File: src/rtl/imm_pkg.sv
// Shared opcode, funct3 and immediate-format definitions for the immediate generation stage.
package imm_pkg;

    localparam logic [6:0] OP_LOAD     = 7'b0000011;
    localparam logic [6:0] OP_MISC_MEM = 7'b0001111;
    localparam logic [6:0] OP_IMM      = 7'b0010011;
    localparam logic [6:0] OP_AUIPC    = 7'b0010111;
    localparam logic [6:0] OP_IMM_32   = 7'b0011011;
    localparam logic [6:0] OP_STORE    = 7'b0100011;
    localparam logic [6:0] OP_OP       = 7'b0110011;
    localparam logic [6:0] OP_LUI      = 7'b0110111;
    localparam logic [6:0] OP_OP_32    = 7'b0111011;
    localparam logic [6:0] OP_BRANCH   = 7'b1100011;
    localparam logic [6:0] OP_JALR     = 7'b1100111;
    localparam logic [6:0] OP_JAL      = 7'b1101111;
    localparam logic [6:0] OP_SYSTEM   = 7'b1110011;

    localparam logic [2:0] F3_SLL      = 3'b001;
    localparam logic [2:0] F3_SRX      = 3'b101;
    localparam logic [2:0] F3_PRIV     = 3'b000;
    localparam logic [2:0] F3_CSRRW    = 3'b001;
    localparam logic [2:0] F3_CSRRS    = 3'b010;
    localparam logic [2:0] F3_CSRRC    = 3'b011;
    localparam logic [2:0] F3_SYS_RSVD = 3'b100;
    localparam logic [2:0] F3_CSRRWI   = 3'b101;
    localparam logic [2:0] F3_CSRRSI   = 3'b110;
    localparam logic [2:0] F3_CSRRCI   = 3'b111;

    typedef enum logic [2:0] {
        FMT_NONE = 3'd0,
        FMT_I    = 3'd1,
        FMT_S    = 3'd2,
        FMT_B    = 3'd3,
        FMT_U    = 3'd4,
        FMT_J    = 3'd5,
        FMT_SH   = 3'd6,
        FMT_Z    = 3'd7
    } fmt_e;

    function automatic logic is_shift(input logic [2:0] funct3);
        return (funct3 == F3_SLL) || (funct3 == F3_SRX);
    endfunction

endpackage

File: src/rtl/imm_gen_stage_if.sv
// Valid/ready bus between fetch, the immediate stage and decode.
interface imm_gen_stage_if #(parameter int XLEN = 32);
    import imm_pkg::*;

    logic            in_valid;
    logic            in_ready;
    logic [31:0]     in_instr;
    logic [XLEN-1:0] in_pc;
    logic            out_valid;
    logic            out_ready;
    logic [31:0]     out_instr;
    logic [XLEN-1:0] out_pc;
    logic [XLEN-1:0] out_imm;
    fmt_e            out_fmt;
    logic            out_illegal;
    logic [XLEN-1:0] out_target;

    modport slave (
        input  in_valid, in_instr, in_pc, out_ready,
        output in_ready, out_valid, out_instr, out_pc, out_imm, out_fmt, out_illegal, out_target
    );

    modport master (
        output in_valid, in_instr, in_pc, out_ready,
        input  in_ready, out_valid, out_instr, out_pc, out_imm, out_fmt, out_illegal, out_target
    );

endinterface

File: src/rtl/imm_decode.sv
// Combinational immediate extraction, format/illegal classification and PC-relative target.
module imm_decode
    import imm_pkg::*;
#(
    parameter int XLEN = 32
) (
    input  logic [31:0]     instr,
    input  logic [XLEN-1:0] pc,
    output logic [XLEN-1:0] imm,
    output fmt_e            fmt,
    output logic            illegal,
    output logic [XLEN-1:0] target
);

    localparam bit RV64 = (XLEN == 64);

    logic [6:0]      opcode;
    logic [2:0]      funct3;
    logic            use_target;
    logic [XLEN-1:0] imm_i, imm_s, imm_b, imm_u, imm_j, imm_csr, imm_zimm, shamt5, shamt6;

    assign opcode = instr[6:0];
    assign funct3 = instr[14:12];

    // Signed size casts sign-extend from instr[31] whatever XLEN is.
    assign imm_i    = XLEN'($signed(instr[31:20]));
    assign imm_s    = XLEN'($signed({instr[31:25], instr[11:7]}));
    assign imm_b    = XLEN'($signed({instr[31], instr[7], instr[30:25], instr[11:8], 1'b0}));
    assign imm_u    = XLEN'($signed({instr[31:12], 12'b0}));
    assign imm_j    = XLEN'($signed({instr[31], instr[19:12], instr[20], instr[30:21], 1'b0}));
    assign imm_csr  = XLEN'(instr[31:20]);
    assign imm_zimm = XLEN'(instr[19:15]);
    assign shamt5   = XLEN'(instr[24:20]);
    assign shamt6   = XLEN'(instr[25:20]);

    always_comb begin
        imm        = '0;
        fmt        = FMT_NONE;
        illegal    = 1'b0;
        use_target = 1'b0;
        if (instr[1:0] != 2'b11) begin
            illegal = 1'b1;
        end else begin
            case (opcode)
                OP_LOAD, OP_JALR: begin
                    fmt = FMT_I;
                    imm = imm_i;
                end
                OP_IMM: begin
                    if (is_shift(funct3)) begin
                        fmt     = FMT_SH;
                        imm     = RV64 ? shamt6 : shamt5;
                        illegal = !RV64 && instr[25];
                    end else begin
                        fmt = FMT_I;
                        imm = imm_i;
                    end
                end
                OP_IMM_32: begin
                    if (!RV64) begin
                        illegal = 1'b1;
                    end else if (is_shift(funct3)) begin
                        fmt     = FMT_SH;
                        imm     = shamt5;
                        illegal = instr[25];
                    end else begin
                        fmt = FMT_I;
                        imm = imm_i;
                    end
                end
                OP_STORE: begin
                    fmt = FMT_S;
                    imm = imm_s;
                end
                OP_BRANCH: begin
                    fmt        = FMT_B;
                    imm        = imm_b;
                    use_target = 1'b1;
                end
                OP_LUI: begin
                    fmt = FMT_U;
                    imm = imm_u;
                end
                OP_AUIPC: begin
                    fmt        = FMT_U;
                    imm        = imm_u;
                    use_target = 1'b1;
                end
                OP_JAL: begin
                    fmt        = FMT_J;
                    imm        = imm_j;
                    use_target = 1'b1;
                end
                OP_SYSTEM: begin
                    case (funct3)
                        F3_CSRRWI, F3_CSRRSI, F3_CSRRCI: begin
                            fmt = FMT_Z;
                            imm = imm_zimm;
                        end
                        F3_CSRRW, F3_CSRRS, F3_CSRRC: begin
                            fmt = FMT_I;
                            imm = imm_csr;
                        end
                        F3_PRIV:     fmt     = FMT_NONE;
                        F3_SYS_RSVD: illegal = 1'b1;
                        default:     illegal = 1'b1;
                    endcase
                end
                OP_OP, OP_MISC_MEM: fmt = FMT_NONE;
                OP_OP_32:           illegal = !RV64;
                default:            illegal = 1'b1;
            endcase
        end
        if (illegal) begin
            imm        = '0;
            fmt        = FMT_NONE;
            use_target = 1'b0;
        end
    end

    assign target = use_target ? pc + imm : '0;

endmodule

File: src/rtl/imm_gen_stage.sv
// Registered immediate stage: decode on the input side, 2-entry skid buffer on the output side.
//   state    | meaning
//   ST_EMPTY | no entry held, out_valid low
//   ST_MAIN  | main register holds the output entry, skid empty
//   ST_FULL  | main and skid both hold entries, in_ready low
module imm_gen_stage
    import imm_pkg::*;
#(
    parameter int XLEN = 32
) (
    input  logic            clk,
    input  logic            rst_n,
    input  logic            flush,
    imm_gen_stage_if.slave  bus
);

    typedef enum logic [1:0] {ST_EMPTY, ST_MAIN, ST_FULL} state_e;

    typedef struct packed {
        logic [31:0]     instr;
        logic [XLEN-1:0] pc;
        logic [XLEN-1:0] imm;
        fmt_e            fmt;
        logic            illegal;
        logic [XLEN-1:0] target;
    } entry_t;

    state_e state, state_nxt;
    entry_t main_q, skid_q, dec;
    logic   in_ready_q, out_valid_q;
    logic   accept, load_main_in, load_main_skid, load_skid;

    imm_decode #(.XLEN(XLEN)) u_decode (
        .instr   (bus.in_instr),
        .pc      (bus.in_pc),
        .imm     (dec.imm),
        .fmt     (dec.fmt),
        .illegal (dec.illegal),
        .target  (dec.target)
    );
    assign dec.instr = bus.in_instr;
    assign dec.pc    = bus.in_pc;

    assign accept = bus.in_valid && in_ready_q;

    always_comb begin
        state_nxt      = state;
        load_main_in   = 1'b0;
        load_main_skid = 1'b0;
        load_skid      = 1'b0;
        case (state)
            ST_EMPTY: begin
                if (accept) begin
                    load_main_in = 1'b1;
                    state_nxt    = ST_MAIN;
                end
            end
            ST_MAIN: begin
                if (bus.out_ready) begin
                    if (accept) load_main_in = 1'b1;
                    else        state_nxt    = ST_EMPTY;
                end else if (accept) begin
                    load_skid = 1'b1;
                    state_nxt = ST_FULL;
                end
            end
            ST_FULL: begin
                if (bus.out_ready) begin
                    load_main_skid = 1'b1;
                    state_nxt      = ST_MAIN;
                end
            end
            default: state_nxt = ST_EMPTY;
        endcase
        // A flush discards held entries and the same-cycle input alike.
        if (flush) begin
            state_nxt      = ST_EMPTY;
            load_main_in   = 1'b0;
            load_main_skid = 1'b0;
            load_skid      = 1'b0;
        end
    end

    always_ff @(posedge clk or negedge rst_n) begin
        if (!rst_n) begin
            state       <= ST_EMPTY;
            in_ready_q  <= 1'b1;
            out_valid_q <= 1'b0;
            main_q      <= '0;
            skid_q      <= '0;
        end else begin
            state       <= state_nxt;
            in_ready_q  <= (state_nxt != ST_FULL);
            out_valid_q <= (state_nxt != ST_EMPTY);
            if (load_main_in)   main_q <= dec;
            if (load_main_skid) main_q <= skid_q;
            if (load_skid)      skid_q <= dec;
        end
    end

    assign bus.in_ready    = in_ready_q;
    assign bus.out_valid   = out_valid_q;
    assign bus.out_instr   = main_q.instr;
    assign bus.out_pc      = main_q.pc;
    assign bus.out_imm     = main_q.imm;
    assign bus.out_fmt     = main_q.fmt;
    assign bus.out_illegal = main_q.illegal;
    assign bus.out_target  = main_q.target;

endmodule
File: src/flat_wrapper.sv
// flat-port wrapper written by rule: the top's interface ports become plain ports
module imm_gen_stage_flat import imm_pkg::*;
#(
    parameter int XLEN = 32
)
  (clk, rst_n, flush, bus_in_valid, bus_in_instr, bus_in_pc, bus_out_ready, bus_in_ready, bus_out_valid, bus_out_instr, bus_out_pc, bus_out_imm, bus_out_fmt, bus_out_illegal, bus_out_target);
  imm_gen_stage_if #(.XLEN(XLEN)) bus_i ();
  input  logic clk;
  input  logic rst_n;
  input  logic flush;
  input wire logic [$bits(bus_i.in_valid)-1:0] bus_in_valid;
  input wire logic [$bits(bus_i.in_instr)-1:0] bus_in_instr;
  input wire logic [$bits(bus_i.in_pc)-1:0] bus_in_pc;
  input wire logic [$bits(bus_i.out_ready)-1:0] bus_out_ready;
  output wire logic [$bits(bus_i.in_ready)-1:0] bus_in_ready;
  output wire logic [$bits(bus_i.out_valid)-1:0] bus_out_valid;
  output wire logic [$bits(bus_i.out_instr)-1:0] bus_out_instr;
  output wire logic [$bits(bus_i.out_pc)-1:0] bus_out_pc;
  output wire logic [$bits(bus_i.out_imm)-1:0] bus_out_imm;
  output wire logic [$bits(bus_i.out_fmt)-1:0] bus_out_fmt;
  output wire logic [$bits(bus_i.out_illegal)-1:0] bus_out_illegal;
  output wire logic [$bits(bus_i.out_target)-1:0] bus_out_target;
  assign bus_i.in_valid = bus_in_valid;
  assign bus_i.in_instr = bus_in_instr;
  assign bus_i.in_pc = bus_in_pc;
  assign bus_i.out_ready = bus_out_ready;
  assign bus_in_ready = bus_i.in_ready;
  assign bus_out_valid = bus_i.out_valid;
  assign bus_out_instr = bus_i.out_instr;
  assign bus_out_pc = bus_i.out_pc;
  assign bus_out_imm = bus_i.out_imm;
  assign bus_out_fmt = bus_i.out_fmt;
  assign bus_out_illegal = bus_i.out_illegal;
  assign bus_out_target = bus_i.out_target;
  imm_gen_stage #(.XLEN(XLEN)) u_core (.clk(clk), .rst_n(rst_n), .flush(flush), .bus(bus_i));
endmodule
File: config.mk
export PLATFORM = sky130hd
export DESIGN_NAME = imm_gen_stage_flat
export DESIGN_NICKNAME = d
export VERILOG_FILES = /design/src/rtl/imm_pkg.sv /design/src/rtl/imm_gen_stage_if.sv /design/src/rtl/imm_decode.sv /design/src/rtl/imm_gen_stage.sv /design/src/flat_wrapper.sv
export SDC_FILE = /design/constraint.sdc
export NUM_CORES = 1
export LEC_CHECK = 0
export ABC_AREA = 1
export CORE_MARGIN = 8
export CORE_UTILIZATION = 38
export CTS_BUF_LIST = sky130_fd_sc_hd__clkbuf_16
export DETAILED_ROUTE_END_ITERATION = 8
export PLACE_DENSITY = 0.7
export SYNTH_ARGS = -nofsm -noshare
export SYNTH_HDL_FRONTEND = slang
export SYNTH_SLANG_ARGS = --single-unit
File: constraint.sdc
create_clock -name clk -period 1.5 [get_ports clk]
set_input_delay 0.45 -clock clk [delete_from_list [all_inputs] [get_ports clk]]
set_output_delay 0.45 -clock clk [all_outputs]
set_load 0.05 [all_outputs]
* Word level (Yosys, flattened, before mapping)
Cells that the tools add are included.
Word-level totals: bits of input ports 69, word-level logic and storage cells 86, bits in registers 268
Operators by class: muxes and demuxes 37, eq/ne operators 22, add/sub/neg operators 1, reduce and logical (&&, ||, !) cells 11
Operators by type and width (number):
- 132-bit two-way mux | 2
- 32-bit one-hot mux with 7 select lines | 1
- 32-bit two-way mux | 4
- 32-bit adder | 1
- 7-bit == test (second input constant) | 4
- 12-bit one-hot mux with 2 select lines | 1
- 7-bit by 6-bit == test with 1-bit output (second input constant) | 3
- 3-bit one-hot mux with 7 select lines | 1
- 1-bit two-way mux | 15
- 7-bit by 5-bit == test with 1-bit output (second input constant) | 2
- 3-bit == test (second input constant) | 4
- 2-bit two-way mux | 6
- 3-bit two-way mux | 3
- 3-bit OR reduction | 3
- 9-bit OR reduction | 1
- 7-bit by 2-bit == test with 1-bit output (second input constant) | 1
- 7-bit by 4-bit == test with 1-bit output (second input constant) | 1
- 3-bit by 2-bit == test with 1-bit output (second input constant) | 2
- 2-bit one-hot mux with 3 select lines | 1
- 3-bit one-hot mux with 2 select lines | 1
- 2-bit != test (second input constant) | 2
- 2-bit nonzero test | 2
- 2-bit OR reduction | 2
- 3-bit by 1-bit == test with 1-bit output (second input constant) | 1
- 7 further kinds | 7

* Depth between registers and ports, before layout
Gate-level depths: netlist of the first run.
depth in word-level cells 10, mapped depth 27, depth with buffers taken out 27

* Cells and area by module
Synthesis of the first run repeated with hierarchy kept, for this count alone.
Second synthesis, totals: cells, all modules 2214, area, all modules 15597.5 sq um
Modules (own cells, without submodules):
- imm_gen_stage | sequential area each 6707.7 sq um, cells each 1606, times used 1, area an instance 12522.0 sq um
- imm_decode | sequential area each 0.0 sq um, cells each 608, times used 1, area an instance 3075.4 sq um

* Worst setup path after synthesis of the first run
No wires, ideal clock.
kind in2reg, start input port bus_in_instr[6], end register u_core.main_q, in the netlist u_core.bus.out_target[14], required time 1.382 ns, path buffers 1, setup slack -1.736 ns, cell stages on the path 23, arrival time 3.118 ns, path through buf_4 > inv_1 > nor2_2 > nand2_1 > nand2_2 > a21oi_4 > nand4_1 > nand2_1 > inv_2 > nand2_1 > inv_1 > ha_1 > fa_1 > nand3_1 > nand2_1 > nand2_1 > nand2_1 > nand3_1 > nand2_1 > or2_2 > nand3_1 > a21o_1 > nand2_1
RTL lines:
- start, declared | line flat_wrapper.sv:12 | input wire logic [$bits(bus_i.in_instr)-1:0] bus_in_instr;
- end signal, assigned | line imm_gen_stage.sv:96 | if (load_main_skid) main_q <= skid_q;
- end, declared | line imm_gen_stage.sv:29 | entry_t main_q, skid_q, dec;

==> reports/metrics.cfg, run 1 <==
[outcome]
run_status = finished, violations left
violations = setup timing

[setup_path]
worstPathMaxFanout = 6
timing_worst_setup_path_type = in2reg
ff2ff_setup_slack_ps = -320
end_kind = register
timing.critical_path.mode_cell = nand2_4
crit_slowest_cell = fa_2
critPathArrivalTime_ps = 3380
worst_setup_path_start_kind = input pin
slowest_delay_ps = 410
cp_cell_sequence = buf_12 > inv_16 > nand2_4 > nor2_4 > nand4_1 > nor3_1 > nor3_1 > nand2_2 > inv_4 > nand2_4 > inv_4 > ha_4 > fa_2 > nand3_2 > nand2_4 > nand2_4 > nand2_4 > buf_4 > or2_4 > nand3_4 > nor2_2 > a21oi_2 > o21ai_1
crit_required_ps = 1980

[synth]
synth.cell_area_um2 = 14100
ys_warn_count = 0
ys_seq_area_share_pct = 47.5
async_flop_share_pct = 100
ys_ff_latch = 268
synth_ff_type = dfrtp_1
synth_edf_count = 0
synth.distinct_cells = 42
syn_inst = 1905
avgSynthCellArea_um2 = 7.42
syn_nets = 2006

[timing]
tightest_slew_ps = 506
max_freq_mhz = 345
rsz0062_at_grt = yes
drv_slew = 0
min_period_ps = 2900
min_period_over_period_pct = 193
timing.final.ws_setup_ps = -1400
slew_headroom_pct = 66.2
hold_viol = 0
clock_skew_ps = 37.6
setup_viol = 398
holdWs_ps = 58.4

[finish]
stdcell_count = 2905
drive_gt1_share_pct = 42.0
area_growth_pct = 77.1
final_cell_area_um2 = 25000
final_nets = 2514

[cts]
clk_pin_slew_ps = 60
cts.sinks = 268
h-tree-depth = 1
cts_root_buf = clkbuf_16
cts_tree = built
cts_buffers = 30
clockBufferDepth = 3
clk_latency_ps = 600

[global_routing]
grtUsageMet2_pct = 41.8
gr-max-usage-layer = met2
grt_max_degree = 75
grt_usage_pct = 25.4
grt_pass1_vias = 15820
grt_pass1_wl_um = 89100
gr-total-overflow = 0
globalRouteMet3Util_pct = 3.71
antenna_found_initial = 1
met1_usage_pct = 33.8

[route]
initialDrtViolationCount = 1358
ant_nets = 0
num_vias = 15734
drtPass1Iterations = 5
routed_via_density = 5.42
drc = 0
routed_wl_um = 62300
avgRoutedWirePerCell_um = 21.4

[die]
die_h_um = 209
rows = 70
start_util_pct = 38.6
top_level_ports = 203
dieArea_um2 = 43600
core_um2 = 36600
fp.dieW_um = 209

[worst_hold_path]
hold_path.class = in2reg

[placement]
placed_area_um2 = 20600
io_buffers = 202
pre_cts_slack_ps = -2640
routabilityCongestion = 0.957
dp_hpwl_um = 39700
place_inst = 2749

[pwr]
cellLeakagePower_nw = 12.0
power_mw = 24.0
vdd_drop_max_mv = 0.952
power-per-cell-area_nw_per_um2 = 960

[flow_run]
drv_cap = 0

per-stage QoR:
stage | setup TNS [ps] | util, %
after floorplan | -97690 | -
after global placement | -291490 | 56.3
after detailed placement | -306630 | 56.3
after CTS | -109960 | 65.1
after global routing | -148510 | 68.3
final | -127540 | 68.3
area by class of cell:
cell class | instances | area, um2
diodes | 1 | 2.50
clock buffers | 30 | 751
clock inverters | 25 | 300
fillers | 2725 | 11600
inverters | 149 | 626
multi-input cells | 1396 | 8900
flip-flops and latches | 268 | 6710
well taps | 468 | 586
repair buffers | 568 | 7150
layout by cell type, fill, tap and decap left out, types with 11 or more instances in the layout:
cell type / n
nand2_4: 51
nand2_2: 73
nor2_4: 51
o21ai_2: 30
buf_12: 165
nand3_4: 11
a21oi_4: 16
dfrtp_1: 262
clkdlybuf4s50_1: 55
a21oi_1: 74
o21ai_0: 72
clkbuf_16: 45
ha_4: 30
nand3_2: 28
buf_4: 260
inv_1: 104
nand4_1: 14
nor2_2: 26
o21ai_1: 122
nand3_1: 18
nand2_1: 541
o21ai_4: 24
buf_6: 51
inv_2: 38
nor2_1: 122
a21oi_2: 36
layer usage:
layer  vias up  wire, um
met3       170      4610
met2       706     28700
li1       7151         -
met5         -         0
met1      7707     25900
met4         0      3030
cells by family after synthesis:
logic type | after synthesis | synth area share, %
adder cells (fa/ha/maj) | 32 | 2.89
buffers and inverters | 241 | 6.79
XOR/XNOR | 2 | 0.124
AND/OR/NAND/NOR | 967 | 27.6
AO/OA/AOI/OAI | 395 | 15.1
flip-flops | 268 | 47.5
registers in the layout, indices dropped and copies added, names as in the netlist:
name	count
u_core.bus.out_target	32
u_core.bus.out_imm	32
u_core.skid_q	132
u_core.state	2
u_core.bus.out_valid	1
u_core.bus.out_instr	32
u_core.bus.out_pc	32
u_core.bus.out_fmt	3
u_core.bus.in_ready	1
u_core.bus.out_illegal	1
critical path, delay by kind of cell:
family                     cells  cell delay [ps]
and+or+nand+nor               14             1690
adders and majority gates      2              570
buffers and inverters          5              420
AOI/OAI and AO/OA              2              230
repair_timing:
action                                  4_1_cts  5_1_grt
gates cloned                                  3       21
endpoints found under the setup margin      399      398
resized for setup                           426      220
endpoints found under the hold margin        27        0
hold buffers                                  1        0
pin swaps                                   141       99
buffers inserted                             86       32
report_power, final:
group | total (mW) | internal (mW) | switching, mW
Sequential | 9.11 | 8.25 | 0.863
Clock | 7.94 | 4.68 | 3.26
Combinational | 6.96 | 3.19 | 3.77
Total | 24.0 | 16.1 | 7.89
synth_stat cells (2+ instances only):
cell type	number	area [um2]
and2_0	2	12.5
ha_1	31	388
buf_2	21	105
inv_2	4	15.0
buf_6	3	33.8
a21oi_1	124	621
nor2_4	5	56.3
nand2_2	6	37.5
buf_1	6	22.5
o21bai_1	4	30.0
o21ai_1	38	190
nand3_2	6	60.1
nand3b_1	4	30.0
nor3_2	2	20.0
o21ai_0	190	951
nor2_1	192	721
a22oi_1	4	30.0
nor2_2	2	12.5
o211ai_1	6	45.0
clkbuf_1	61	229
nor4_1	2	12.5
inv_1	144	541
dfrtp_1	267	6680
nand3_1	51	255
o21a_1	3	22.5
nand4_1	14	87.6
a21o_1	2	15.0
o21ai_2	19	166
xnor2_1	2	17.5
a21oi_4	2	32.5
or2_2	6	37.5
nand2_1	662	2480
nor3_1	11	55.1
final timing paths:
kind	cells after the start	from	to
worst min register to register	2	u_core.skid_q[90]	u_core.skid_q[90]
worst max-delay path	23	bus_in_instr[3]	u_core.bus.out_target[6]
min in group asynchronous	2	rst_n	u_core.bus.out_instr[19]
max in group asynchronous	3	rst_n	u_core.bus.out_target[8]
worst max register to register	11	u_core.state[0]	u_core.bus.out_target[27]
worst min-delay path	3	bus_in_instr[0]	u_core.skid_q[100]
Power figures use the tool's default switching activity.
==> run 2: changes to the inputs <==
Settings changed: HOLD_SLACK_MARGIN set to 0.06.
==> run 2 against run 1 <==
Effect of this change:
- the run still ends with setup timing left
- die area unchanged
- sequential share of layout area down 0.26 points
- wire length up 0.42%
- final cell count about the same
- sequential power about the same
- power up 0.65%
- maximum frequency up 2.0%
- clock-buffer cell count unchanged
- via count up 1.4%
- utilization up 0.67 points
- cell area up 0.98%
- highest routed layer unchanged
==> reports/metrics.cfg, run 2 (synthesis gave the netlist of run 1 again) <==
[timing]
tightest_slew_ps = 520  ; was 506 ps
setup_viol = 398  ; unchanged
drv_slew = 0  ; unchanged
min_period_ps = 2840  ; was 2900 ps
max_freq_mhz = 352  ; was 345 MHz
timing.final.ws_setup_ps = -1340  ; was -1400 ps
slew_headroom_pct = 65.4  ; was 66.2%
min_period_over_period_pct = 189  ; was 193%
hold_viol = 0  ; unchanged
clock_skew_ps = 37.4  ; was 37.6 ps
rsz0062_at_grt = yes  ; unchanged

[setup_path]
r2r_end = u_core.bus.out_target[4]  ; was u_core.bus.out_target[27]
end_kind = register  ; unchanged
crit_required_ps = 1990  ; was 1980 ps
ff2ff_setup_slack_ps = -310  ; was -320 ps
r2r-start = u_core.state[0]  ; unchanged
worstRegToRegCells = 8  ; was 11
worstPathMaxFanout = 6  ; unchanged
timing_worst_setup_path_type = in2reg  ; unchanged
critPathArrivalTime_ps = 3330  ; was 3380 ps
worst_setup_path_start_kind = input pin  ; unchanged

[global_routing]
gr-total-overflow = 0  ; unchanged
antenna_found_initial = 1  ; unchanged
grt_max_degree = 75  ; unchanged
grt_usage_pct = 25.4  ; about the same
grt_pass1_wl_um = 89200  ; was 89100 um
grt_pass1_vias = 15832  ; was 15820

[finish]
fill_cells = 2665  ; was 2725
drive_gt1_share_pct = 43.9  ; was 42.0%
largest_reg_flops = 132  ; unchanged
seqCellArea_um2 = 6710  ; unchanged
final_cell_area_um2 = 25300  ; was 25000 um2
layout_commonest_cell = nand2_1  ; unchanged
top_register = u_core.skid_q  ; unchanged
area_growth_pct = 78.8  ; was 77.1%
final_nets = 2516  ; was 2514
multi_input_area_um2 = 9170  ; was 8900 um2
final_cell_mix = nand2_1 (542), buf_4 (265), dfrtp_1 (262)  ; was nand2_1 (541), dfrtp_1 (262), buf_4 (260)
fin_util_pct = 69.0  ; was 68.3%

[cts]
clk_latency_ps = 600  ; about the same
cts_root_buf = clkbuf_16  ; unchanged
cts.sinks = 268  ; unchanged
cts_tree = built  ; unchanged
h-tree-depth = 1  ; unchanged
cts_buffers = 30  ; unchanged
clk_pin_slew_ps = 60  ; about the same
clockBufferDepth = 3  ; unchanged

[placement]
placed_area_um2 = 20600  ; unchanged
dp_hpwl_um = 39700  ; unchanged
pre_cts_slack_ps = -2640  ; unchanged
io_buffers = 202  ; unchanged
routabilityCongestion = 0.957  ; unchanged

[die]
die_h_um = 209  ; unchanged
top_level_ports = 203  ; unchanged
fp.dieW_um = 209  ; unchanged
rows = 70  ; unchanged
start_util_pct = 38.6  ; unchanged
core_um2 = 36600  ; unchanged
dieArea_um2 = 43600  ; unchanged

[route]
avgRoutedWirePerCell_um = 21.5  ; was 21.4 um
drc = 0  ; unchanged
num_vias = 15954  ; was 15734
initialDrtViolationCount = 1539  ; was 1358
ant_nets = 0  ; unchanged
drtPass1Iterations = 6  ; was 5
routed_wl_um = 62600  ; was 62300 um
routed_via_density = 5.49  ; was 5.42

[pwr]
power-per-cell-area_nw_per_um2 = 956  ; was 960 nW/um2
vdd_drop_max_mv = 0.930  ; was 0.952 mV
cellLeakagePower_nw = 12.1  ; was 12.0 nW

[worst_hold_path]
hold_start = bus_in_instr[1]  ; was bus_in_instr[0]
holdPathStages = 3  ; unchanged
worstHoldEndpoint = u_core.skid_q[101]  ; was u_core.skid_q[100]
hold_path.class = in2reg  ; unchanged

[outcome]
violations = setup timing  ; unchanged
run_status = finished, violations left  ; unchanged

[flow_run]
drv_cap = 0  ; unchanged

run 2: cell types whose count changed in the layout (fill, tap and decap cells not counted), moves of 2 or more:
cell	change
o21ai_0	-20
o21ai_2	+18
a21oi_1	-14
a21oi_2	+14
nor2_4	+10
nor2_1	-9
o21ai_4	+7
buf_4	+5
o21ai_1	-5
clkbuf_16	-3
buf_12	+2
buf_8	-2
nand2_2	-2
run 2: worst max path at each step:
stage	startpoint	to
CTS	bus_in_instr[3]	u_core.bus.out_target[31]
global route	bus_in_instr[3]	u_core.skid_q[20]
global placement	bus_in_instr[3]	u_core.bus.out_target[10]
finish	bus_in_instr[3]	u_core.bus.out_target[6]
detailed placement	bus_in_instr[3]	u_core.bus.out_target[10]
floorplan	bus_in_instr[3]	u_core.bus.out_target[14]
run 2: critical path: stages:
cell	delay, ps
buf_12	110
inv_16	50
nand2_4	50
nor2_4	160
nand4_1	250
nor3_1	210
nor3_1	100
nand2_2	120
inv_4	70
nand2_4	70
inv_4	50
ha_4	160
fa_2	410
nand3_2	100
nand2_4	100
nand2_4	80
nand2_4	70
buf_4	140
or2_4	230
nand3_4	100
nor2_2	40
a21oi_2	120
o21ai_1	90
run 2: through the flow:
stage / total power [mW] / hold slack (ps) / std cells / TNS, ps
3_3_place_gp: 15.1 / 411 / 2749 / -291490
6_report: 24.2 / 106 / 2907 / -124090
3_5_place_dp: 15.2 / 415 / 2749 / -306630
5_1_grt: 25.0 / 102 / 2907 / -145730
2_1_floorplan: 11.8 / 154 / 1905 / -97690
4_1_cts: 23.6 / 90.9 / 2888 / -109960
run 2: area by class of cell:
cell class | instances | area share, %
Antenna cell | 1 | 0.00990
Clock buffer | 30 | 2.97
Clock inverter | 25 | 1.19
Inverter | 149 | 2.48
Multi-Input combinational cell | 1396 | 36.3
Sequential cell | 268 | 26.6
Tap cell | 468 | 2.32
Timing Repair Buffer | 570 | 28.2
run 2: metal layers:
metal  global-route usage (%)  wire [um]
met3                     3.71       4930
met5                        0          0
met4                     9.21       2700
met1                     33.8      25700
met2                     41.8      29300
run 2: where the power goes:
part / switching [mW] / leakage, nW / internal, mW
logic: 3.84 / 8.11 / 3.26
clock network: 3.25 / 0.527 / 4.68
registers: 0.889 / 3.43 / 8.25
total: 7.98 / 12.1 / 16.2
run 2: timing repair:
action,in CTS,in global routing
cloned,3,20
endpoints found under the hold margin,28,0
setup endpoints to repair,399,398
pin swaps,141,99
setup buffers,86,33
gates resized for setup,426,307
hold buffers,2,0
